<file path="src/rtl/riscv_fetch_aligner_pkg.sv">
// Shared constants and helpers for the fetch aligner.
// It covers the halfword/block geometry and the rule that detects compressed instructions.
package riscv_fetch_aligner_pkg;

  localparam int HW_W         = 16;
  localparam int BLOCK_BYTES  = 8;
  localparam int HW_PER_BLOCK = (BLOCK_BYTES * 8) / HW_W;

  typedef logic [HW_W-1:0]             hw_t;
  typedef hw_t  [HW_PER_BLOCK-1:0]     block_t;

  // An instruction is 16-bit unless its two low opcode bits are both set.
  function automatic logic is_compressed(input hw_t hw);
    return hw[1:0] != 2'b11;
  endfunction

endpackage

</file>
<file path="src/rtl/riscv_fetch_aligner_hwqueue.sv">
// Circular halfword queue used by the fetch aligner.
// Features: 4-wide masked push of a fetched block, pop of 1 or 2 entries, flush, head/head+1 read ports.
module riscv_falign_hwqueue
  import riscv_fetch_aligner_pkg::*;
#(
  parameter  int DEPTH_HW = 8,
  localparam int PTR_W    = $clog2(DEPTH_HW),
  localparam int CNT_W    = PTR_W + 1
) (
  input  logic             clk,
  input  logic             rst,
  input  logic             flush,
  input  logic             push,
  input  block_t           push_data,
  input  logic [1:0]       push_skip,
  input  logic             pop,
  input  logic             pop_two,
  output hw_t              hw0,
  output hw_t              hw1,
  output logic [CNT_W-1:0] count
);

  hw_t              queue [DEPTH_HW];
  logic [PTR_W-1:0] head;
  logic [PTR_W-1:0] tail;
  logic [CNT_W-1:0] push_n;
  logic [CNT_W-1:0] pop_n;

  // NOTE: every always_comb output gets a default first, so no path can infer a latch.
  always_comb begin
    push_n = '0;
    pop_n  = '0;
    if (push) push_n = CNT_W'(HW_PER_BLOCK) - CNT_W'(push_skip);
    if (pop)  pop_n  = pop_two ? CNT_W'(2) : CNT_W'(1);
  end

  // NOTE: state uses non-blocking assignments so every register samples pre-edge values.
  always_ff @(posedge clk) begin
    if (rst) begin
      head  <= '0;
      tail  <= '0;
      count <= '0;
      // NOTE: the storage array is cleared on reset as well, so hw0/hw1 never read X.
      for (int i = 0; i < DEPTH_HW; i++) queue[i] <= '0;
    end else if (flush) begin
      head  <= '0;
      tail  <= '0;
      count <= '0;
    end else begin
      // Halfwords skip..3 land in consecutive slots starting at tail.
      if (push) begin
        for (int k = 0; k < HW_PER_BLOCK; k++) begin
          if (k >= int'(push_skip))
            queue[tail + PTR_W'(k) - PTR_W'(push_skip)] <= push_data[k];
        end
      end
      tail  <= tail + push_n[PTR_W-1:0];
      head  <= head + pop_n[PTR_W-1:0];
      count <= count + push_n - pop_n;
    end
  end

  assign hw0 = queue[head];
  assign hw1 = queue[head + PTR_W'(1)];

endmodule

</file>
<file path="src/rtl/riscv_fetch_aligner.sv">
// Instruction prefetch/alignment buffer that feeds the fetch stage.
// It fetches 8-byte blocks and presents one 32-bit (or zero-extended 16-bit) instruction at pc.
module riscv_fetch_aligner
  import riscv_fetch_aligner_pkg::*;
#(
  parameter int          DEPTH_HW = 8,
  parameter logic [63:0] RESET_PC = 64'h0
) (
  input  logic        i_riscv_falign_clk,
  input  logic        i_riscv_falign_rst,
  output logic        o_riscv_falign_reqvalid,
  output logic [63:0] o_riscv_falign_reqaddr,
  input  logic        i_riscv_falign_reqready,
  input  logic        i_riscv_falign_rspvalid,
  input  logic [63:0] i_riscv_falign_rspdata,
  input  logic        i_riscv_falign_redirect,
  input  logic [63:0] i_riscv_falign_redirectpc,
  input  logic        i_riscv_falign_advance,
  output logic [31:0] o_riscv_falign_inst,
  output logic        o_riscv_falign_instvalid,
  output logic        o_riscv_falign_compressed,
  output logic [63:0] o_riscv_falign_pc
);

  localparam int               PTR_W      = $clog2(DEPTH_HW);
  localparam int               CNT_W      = PTR_W + 1;
  localparam logic [CNT_W-1:0] REQ_LIMIT  = CNT_W'(DEPTH_HW - HW_PER_BLOCK);
  localparam logic [63:0]      BLOCK_MASK = ~64'(BLOCK_BYTES - 1);

  logic             clk;
  logic             rst;
  logic [63:0]      faddr;
  logic [63:0]      pc;
  logic [63:0]      target;
  logic [1:0]       skip;
  logic             outstanding;
  logic             discard;
  logic [CNT_W-1:0] count;
  hw_t              hw0;
  hw_t              hw1;
  logic             handshake;
  logic             rsp_accept;
  logic             push;
  logic             pop;
  logic             compressed;
  logic             instvalid;

  assign clk = i_riscv_falign_clk;
  assign rst = i_riscv_falign_rst;

  // Requests reserve a full block of free entries, so a push can never overflow.
  always_comb begin
    target     = {i_riscv_falign_redirectpc[63:1], 1'b0};
    o_riscv_falign_reqvalid = !rst && !outstanding && !discard && (count <= REQ_LIMIT);
    handshake  = o_riscv_falign_reqvalid && i_riscv_falign_reqready;
    rsp_accept = i_riscv_falign_rspvalid && outstanding;
    push       = rsp_accept && !discard && !i_riscv_falign_redirect;
    compressed = (count != '0) && is_compressed(hw0);
    instvalid  = compressed || (count >= CNT_W'(2));
    pop        = i_riscv_falign_advance && instvalid && !i_riscv_falign_redirect;
  end

  always_ff @(posedge clk) begin
    if (rst) begin
      pc          <= RESET_PC;
      faddr       <= RESET_PC & BLOCK_MASK;
      skip        <= RESET_PC[2:1];
      outstanding <= 1'b0;
      discard     <= 1'b0;
    end else if (i_riscv_falign_redirect) begin
      pc    <= target;
      faddr <= target & BLOCK_MASK;
      skip  <= target[2:1];
      // A request still in flight after the redirect returns stale data; mark it for dropping.
      if (rsp_accept) begin
        outstanding <= 1'b0;
        discard     <= 1'b0;
      end else if (outstanding || handshake) begin
        outstanding <= 1'b1;
        discard     <= 1'b1;
      end
    end else begin
      if (handshake) begin
        outstanding <= 1'b1;
        faddr       <= faddr + 64'(BLOCK_BYTES);
      end
      if (rsp_accept) begin
        outstanding <= 1'b0;
        discard     <= 1'b0;
        if (!discard) skip <= 2'd0;
      end
      if (pop) pc <= pc + (compressed ? 64'd2 : 64'd4);
    end
  end

  riscv_falign_hwqueue #(.DEPTH_HW(DEPTH_HW)) u_hwqueue (
    .clk       (clk),
    .rst       (rst),
    .flush     (i_riscv_falign_redirect),
    .push      (push),
    .push_data (i_riscv_falign_rspdata),
    .push_skip (skip),
    .pop       (pop),
    .pop_two   (!compressed),
    .hw0       (hw0),
    .hw1       (hw1),
    .count     (count)
  );

  assign o_riscv_falign_reqaddr    = faddr;
  assign o_riscv_falign_pc         = pc;
  assign o_riscv_falign_instvalid  = instvalid;
  assign o_riscv_falign_compressed = compressed;
  assign o_riscv_falign_inst       = !instvalid ? 32'h0 :
                                     compressed ? {16'h0, hw0} : {hw1, hw0};

endmodule
</file>
<file path="config.mk">
export PLATFORM = sky130hd
export DESIGN_NAME = riscv_fetch_aligner
export DESIGN_NICKNAME = d
export VERILOG_FILES = /design/src/rtl/riscv_fetch_aligner_pkg.sv /design/src/rtl/riscv_fetch_aligner_hwqueue.sv /design/src/rtl/riscv_fetch_aligner.sv
export SDC_FILE = /design/constraint.sdc
export NUM_CORES = 1
export LEC_CHECK = 0
export ABC_AREA = 1
export BUFFER_PORTS_ARGS = -buffer_cell sky130_fd_sc_hd__buf_2
export CAP_MARGIN = 0
export CELL_PAD_IN_SITES_DETAIL_PLACEMENT = 1
export CELL_PAD_IN_SITES_GLOBAL_PLACEMENT = 1
export CORE_ASPECT_RATIO = 1.25
export CORE_MARGIN = 3
export CORE_UTILIZATION = 44
export DETAILED_ROUTE_END_ITERATION = 10
export HOLD_SLACK_MARGIN = 0.02
export PLACE_DENSITY_LB_ADDON = 0.1
export RECOVER_POWER = 100
export SETUP_SLACK_MARGIN = 0.4
export SKIP_LAST_GASP = 1
export SLEW_MARGIN = 20
export SYNTH_ARGS = -nofsm -noshare
export SYNTH_HDL_FRONTEND = slang
export SYNTH_SLANG_ARGS = --single-unit
</file>
<file path="constraint.sdc">
create_clock -name i_riscv_falign_clk -period 6.4 [get_ports i_riscv_falign_clk]
set_input_delay 0.96 -clock i_riscv_falign_clk [delete_from_list [all_inputs] [get_ports i_riscv_falign_clk]]
set_output_delay 0.96 -clock i_riscv_falign_clk [all_outputs]
set_load 0.005 [all_outputs]
</file>
### Word level (Yosys, flattened, before mapping)

Memories as Yosys holds them, arrays and structs flattened. A register that Yosys moved wholly into a read port is not among the register bits.
Index checks and enable logic that the tools add are counted.

* logic and storage cells: 118
* bits in registers: 142
* memories: 1
* bits in writable memories: 128
* input port bits: 134

Memory list
* u_hwqueue.queue: depth 8, bits a word 16, rd ports 2, clocked after Yosys merged registers in 1, write ports 8, line riscv_fetch_aligner_hwqueue.sv:23 `hw_t queue [DEPTH_HW];`

* reduce and logical (&&, ||, !) cells: 30
* add/subtract/negate cells: 15
* multiplexer cells: 54
* $lt $le $gt $ge: 5
* equal/unequal tests: 3

Operators by type and width (count)
* 2-to-1 mux 64 bit: 4
* adder 64 x 3 -> 64 bit: 1
* adder 64 x 4 -> 64 bit, second input constant: 1
* 2-to-1 mux 16 bit: 4
* 2-to-1 mux 32 bit: 2
* OR reduction 16 bit: 4
* 2-to-1 mux 1 bit: 32
* 2-to-1 mux 3 bit: 6
* subtractor 3 x 2 -> 3 bit: 4
* logical AND 1 bit: 10
* 2-to-1 mux 2 bit: 4
* 2-to-1 mux 4 bit: 2
* nonzero test 2 bit: 4
* adder 3 x 1 -> 3 bit, second input constant: 2
* adder 3 x 2 -> 3 bit, second input constant: 2
* adder 3 bit: 2
* AND reduction 2 bit: 3
* adder 4 bit: 1
* greater-or-equal comparator 1 x 2 -> 1 bit, first input constant: 2
* greater-or-equal comparator 4 x 2 -> 1 bit, second input constant: 1
* less-or-equal comparator 4 x 3 -> 1 bit, second input constant: 1
* zero test 1 bit: 4
* != test 2 bit, second input constant: 2
* nonzero test 4 bit: 1
* 7 further kinds: 8

### Depth between registers and ports, before layout

* depth in word-level cells: 9
* depth in mapped cells: 24

### Hierarchy

A second synthesis with hierarchy kept.

* cell total of the unflattened synthesis: 3623
* area total of the unflattened synthesis: 22163.8 um^2

By module, submodules not included
* riscv_falign_hwqueue: area an instance 12495.7 um^2, times used 1, cells an instance 1952
* riscv_fetch_aligner: area an instance 9668.0 um^2, times used 1, cells an instance 1671

### Least setup slack after synthesis

No wires, ideal clock.

* kind: in2reg
* start point: input i_riscv_falign_redirect
* end point: register u_hwqueue.count[3]
* stages on the path: 13
* arrival time: 3.137 ns
* slack: 3.131 ns
* required time: 6.268 ns
* cells stage by stage: buf_4 clkinv_4 clkbuf_1 clkbuf_1 nand4_1 inv_1 fa_1 inv_1 ha_1 a21o_1 a21oi_1 or2_2 a21oi_1

* cells in the longest elaborated chain, start to end: 5

Ends and longest elaborated chain
* from (decl): line riscv_fetch_aligner.sv:16 `input logic i_riscv_falign_redirect,`
* zero test 1 bit: line riscv_fetch_aligner.sv:57, riscv_fetch_aligner.sv:60
* logical AND 1 bit: line riscv_fetch_aligner.sv:57 `push = rsp_accept && !discard && !i_riscv_falign_redirect;`
* 2-to-1 mux 4 bit: line riscv_fetch_aligner_hwqueue.sv:33 `if (push) push_n = CNT_W'(HW_PER_BLOCK) - CNT_W'(push_skip);`
* adder 4 bit: line riscv_fetch_aligner_hwqueue.sv:59 `count <= count + push_n - pop_n;`
* subtractor 4 bit: line riscv_fetch_aligner_hwqueue.sv:59
* to (signal assigned): line riscv_fetch_aligner_hwqueue.sv:59
* to (decl): line riscv_fetch_aligner_hwqueue.sv:20 `output logic [CNT_W-1:0] count`

Several ways; a longest one is shown, not always the timed one.
A chain may end at the register's enable or synchronous reset.

==> results.cfg <==
[status]
status = finished with violations
violations = capacitance limit, slew limit

[power_and_ir_drop]
power.switching_w = 0.00183
power_frac_comb_pct = 23.3
power.static_leakage_nw = 8.82
clockPowerShare_pct = 35.7
p_int_w = 0.00326
power_frac_seq_pct = 41.1
ir_drop_uv = 185
powerDensity_nw_per_um2 = 224
switching_share_pct = 36.0

[logic_synthesis]
ys_warn_count = 0
ys_seq_area_share_pct = 32.1
ys_types = 55
synth_edf_count = 128
syn_avg_cell_area_um2 = 6.38
syn_area_um2 = 20600
ys_async_sr_fraction_pct = 0
ys_ff_latch = 266
synth-main-ff-cell = dfxtp_1
synthCells = 3228

[drt]
ant_nets = 0
drt_iter0_drc = 2082
routed_via_density = 6.09
vias = 24200
drc = 0
drt_wl_total_um = 99300
drt_pre_antenna_iters = 8
drt-wirelength-per-cell_um = 25.0

[grt]
antenna_found_initial = 2
grt.overflow.total = 0
grt_pass1_wl_um = 146000
grt_max_degree = 113
grtUsageTotal_pct = 38.7
first_global_vias = 24300

[floorplan]
die_y_um = 248
design.core.area_um2 = 46200
start_util_pct = 44.5
io_pins = 297
die_x_um = 199
rows = 88
die_area_um2 = 49400

[sta]
finalClockSkew_ps = 19.5
worstMarginPinSlew_ps = 4050
hold_violations = 0
slew_headroom_pct = -170
rsz0062_at_grt = no
period_share_pct = 88.7
finalSetupTns_ps = 0
maxSlewViolCount = 205
fmax_ghz = 0.176
period_needed_ps = 5680
setup_violations = 0

[placement]
numPortBuffers = 291
gp_congestion = 0.971
dp.cells = 3913
hpwl_um = 73800

[clock_tree]
clkTransAtPathRegs_ps = 60
ctsLongestPathBuffers = 3
cts_sinks = 266
post_cts_buffers = 0
cts_root_buf = clkbuf_16
numCtsBuffers = 30
ctsHoldBuffers = 0
clk_latency_ps = 600
cts_resized = 0
tritoncts = yes
htree_levels = 1

[critical_path]
path_class = input pin to register
critPathArrivalTime_ps = 5620
crit_fanout = 68
end_kind = register
worstPathRequired_ps = 6350
start_kind = input pin

[layout]
drive_gt1_share_pct = 8.51
area_growth_pct = 10.3
final_cells = 3972
final_net_count = 3523

[hold_path]
min_path_type = register to register

[flow_run]
drv_cap = 6
sequential cells by signal, summed over array words and instances (netlist names):
register and cells:
u_hwqueue.queue 128, o_riscv_falign_pc 63, o_riscv_falign_reqaddr 61, u_hwqueue.count 4, u_hwqueue.head 3, u_hwqueue.tail 3
skip 2, discard 1, outstanding 1
final cells by class:
type / count / area, um^2
fillers: 6307 / 23500
clock inverters: 25 / 226
multi-input cells: 2477 / 11900
repair buffers: 314 / 1460
well taps: 585 / 732
inverters: 273 / 1030
clock buffers: 31 / 776
diodes: 1 / 2.50
flip-flops and latches: 266 / 6610
cell usage in the layout, fill, tap and decap left out, types with 86 or more instances in the layout:
master / count
edfxtp_1: 128
clkbuf_1: 123
a21oi_1: 261
dfxtp_1: 138
inv_1: 262
a31oi_1: 86
buf_2: 173
nand3_1: 157
nor2_1: 505
nand2_1: 944
o21ai_0: 147
logic make-up after synthesis:
group	synth area share, %
compound gates	18.4
xor+xnor	2.85
fa+ha+maj	1.86
buf+inv	9.98
flops	32.1
other cells	0.0182
simple gates	34.8
metrics by stage:
| step | hold WS, ps | utilization [%] | total power [W] | instance area (um^2) | worst slack, ps |
|---|---|---|---|---|---|
| global route | 538 | 49.1 | 0.00529 | 22700 | 611 |
| CTS | 511 | 49.6 | 0.00510 | 22900 | 1530 |
| finish | 505 | 49.1 | 0.00508 | 22700 | 723 |
| detailed placement | 502 | 47.4 | 0.00331 | 21900 | 1280 |
| floorplan | 456 | - | 0.00277 | 20600 | 3130 |
| global placement | 479 | 47.4 | 0.00325 | 21900 | 1360 |
metal layers:
metal / GRT usage [%] / part of all wire [%] / wire length, um
met3: 6.37 / 7.8 / 7750
met5: 0 / 0.011 / 11
met1: 44.1 / 37 / 36400
met2: 64.4 / 46 / 45900
met4: 30.3 / 9.3 / 9240
worst paths after layout:
check	start	end	slack [ps]	depth (start not counted)
worst max-delay path	i_riscv_falign_redirect	u_hwqueue.queue[7][4]	720	10
worst min-delay path	outstanding	outstanding	500	2
worst max register to register	u_hwqueue.head[0]	o_riscv_falign_pc[39]	1050	20
worst min register to register	outstanding	outstanding	500	2
power by group through the flow:
stage	clock network, W	registers [W]	logic [W]
final	0.00181	0.00209	0.00118
after global routing	0.00189	0.00210	0.00130
after CTS	0.00182	0.00208	0.00120
after detailed placement	0	0.00212	0.00119
after global placement	0	0.00211	0.00114
after floorplan	0	0.00205	0.000722
critical path, stage by stage:
cell,delay (ps)
clkbuf_1,170
clkinv_4,420
nand2_1,530
nor2_1,180
nand2_1,270
clkinvlp_2,330
nand2_1,830
inv_1,680
nor3_1,360
nand3_1,840
synth_stat cells (21+ instances only):
| master | instances | area share, % |
|---|---|---|
| nand4_1 | 34 | 1.0 |
| edfxtp_1 | 128 | 19 |
| dfxtp_1 | 138 | 13 |
| ha_1 | 21 | 1.3 |
| xor2_1 | 54 | 2.3 |
| a41oi_1 | 51 | 2.2 |
| a31oi_1 | 86 | 2.6 |
| nor3_1 | 38 | 0.92 |
| buf_2 | 66 | 1.6 |
| nand2_1 | 938 | 17 |
| a21oi_1 | 261 | 6.3 |
| inv_1 | 256 | 4.7 |
| nor2_1 | 500 | 9.1 |
| o21ai_0 | 145 | 3.5 |
| nand3_1 | 158 | 3.8 |
| a22oi_1 | 35 | 1.3 |
| clkbuf_1 | 96 | 1.8 |
Note: power is estimated with default switching activity, not from simulation.
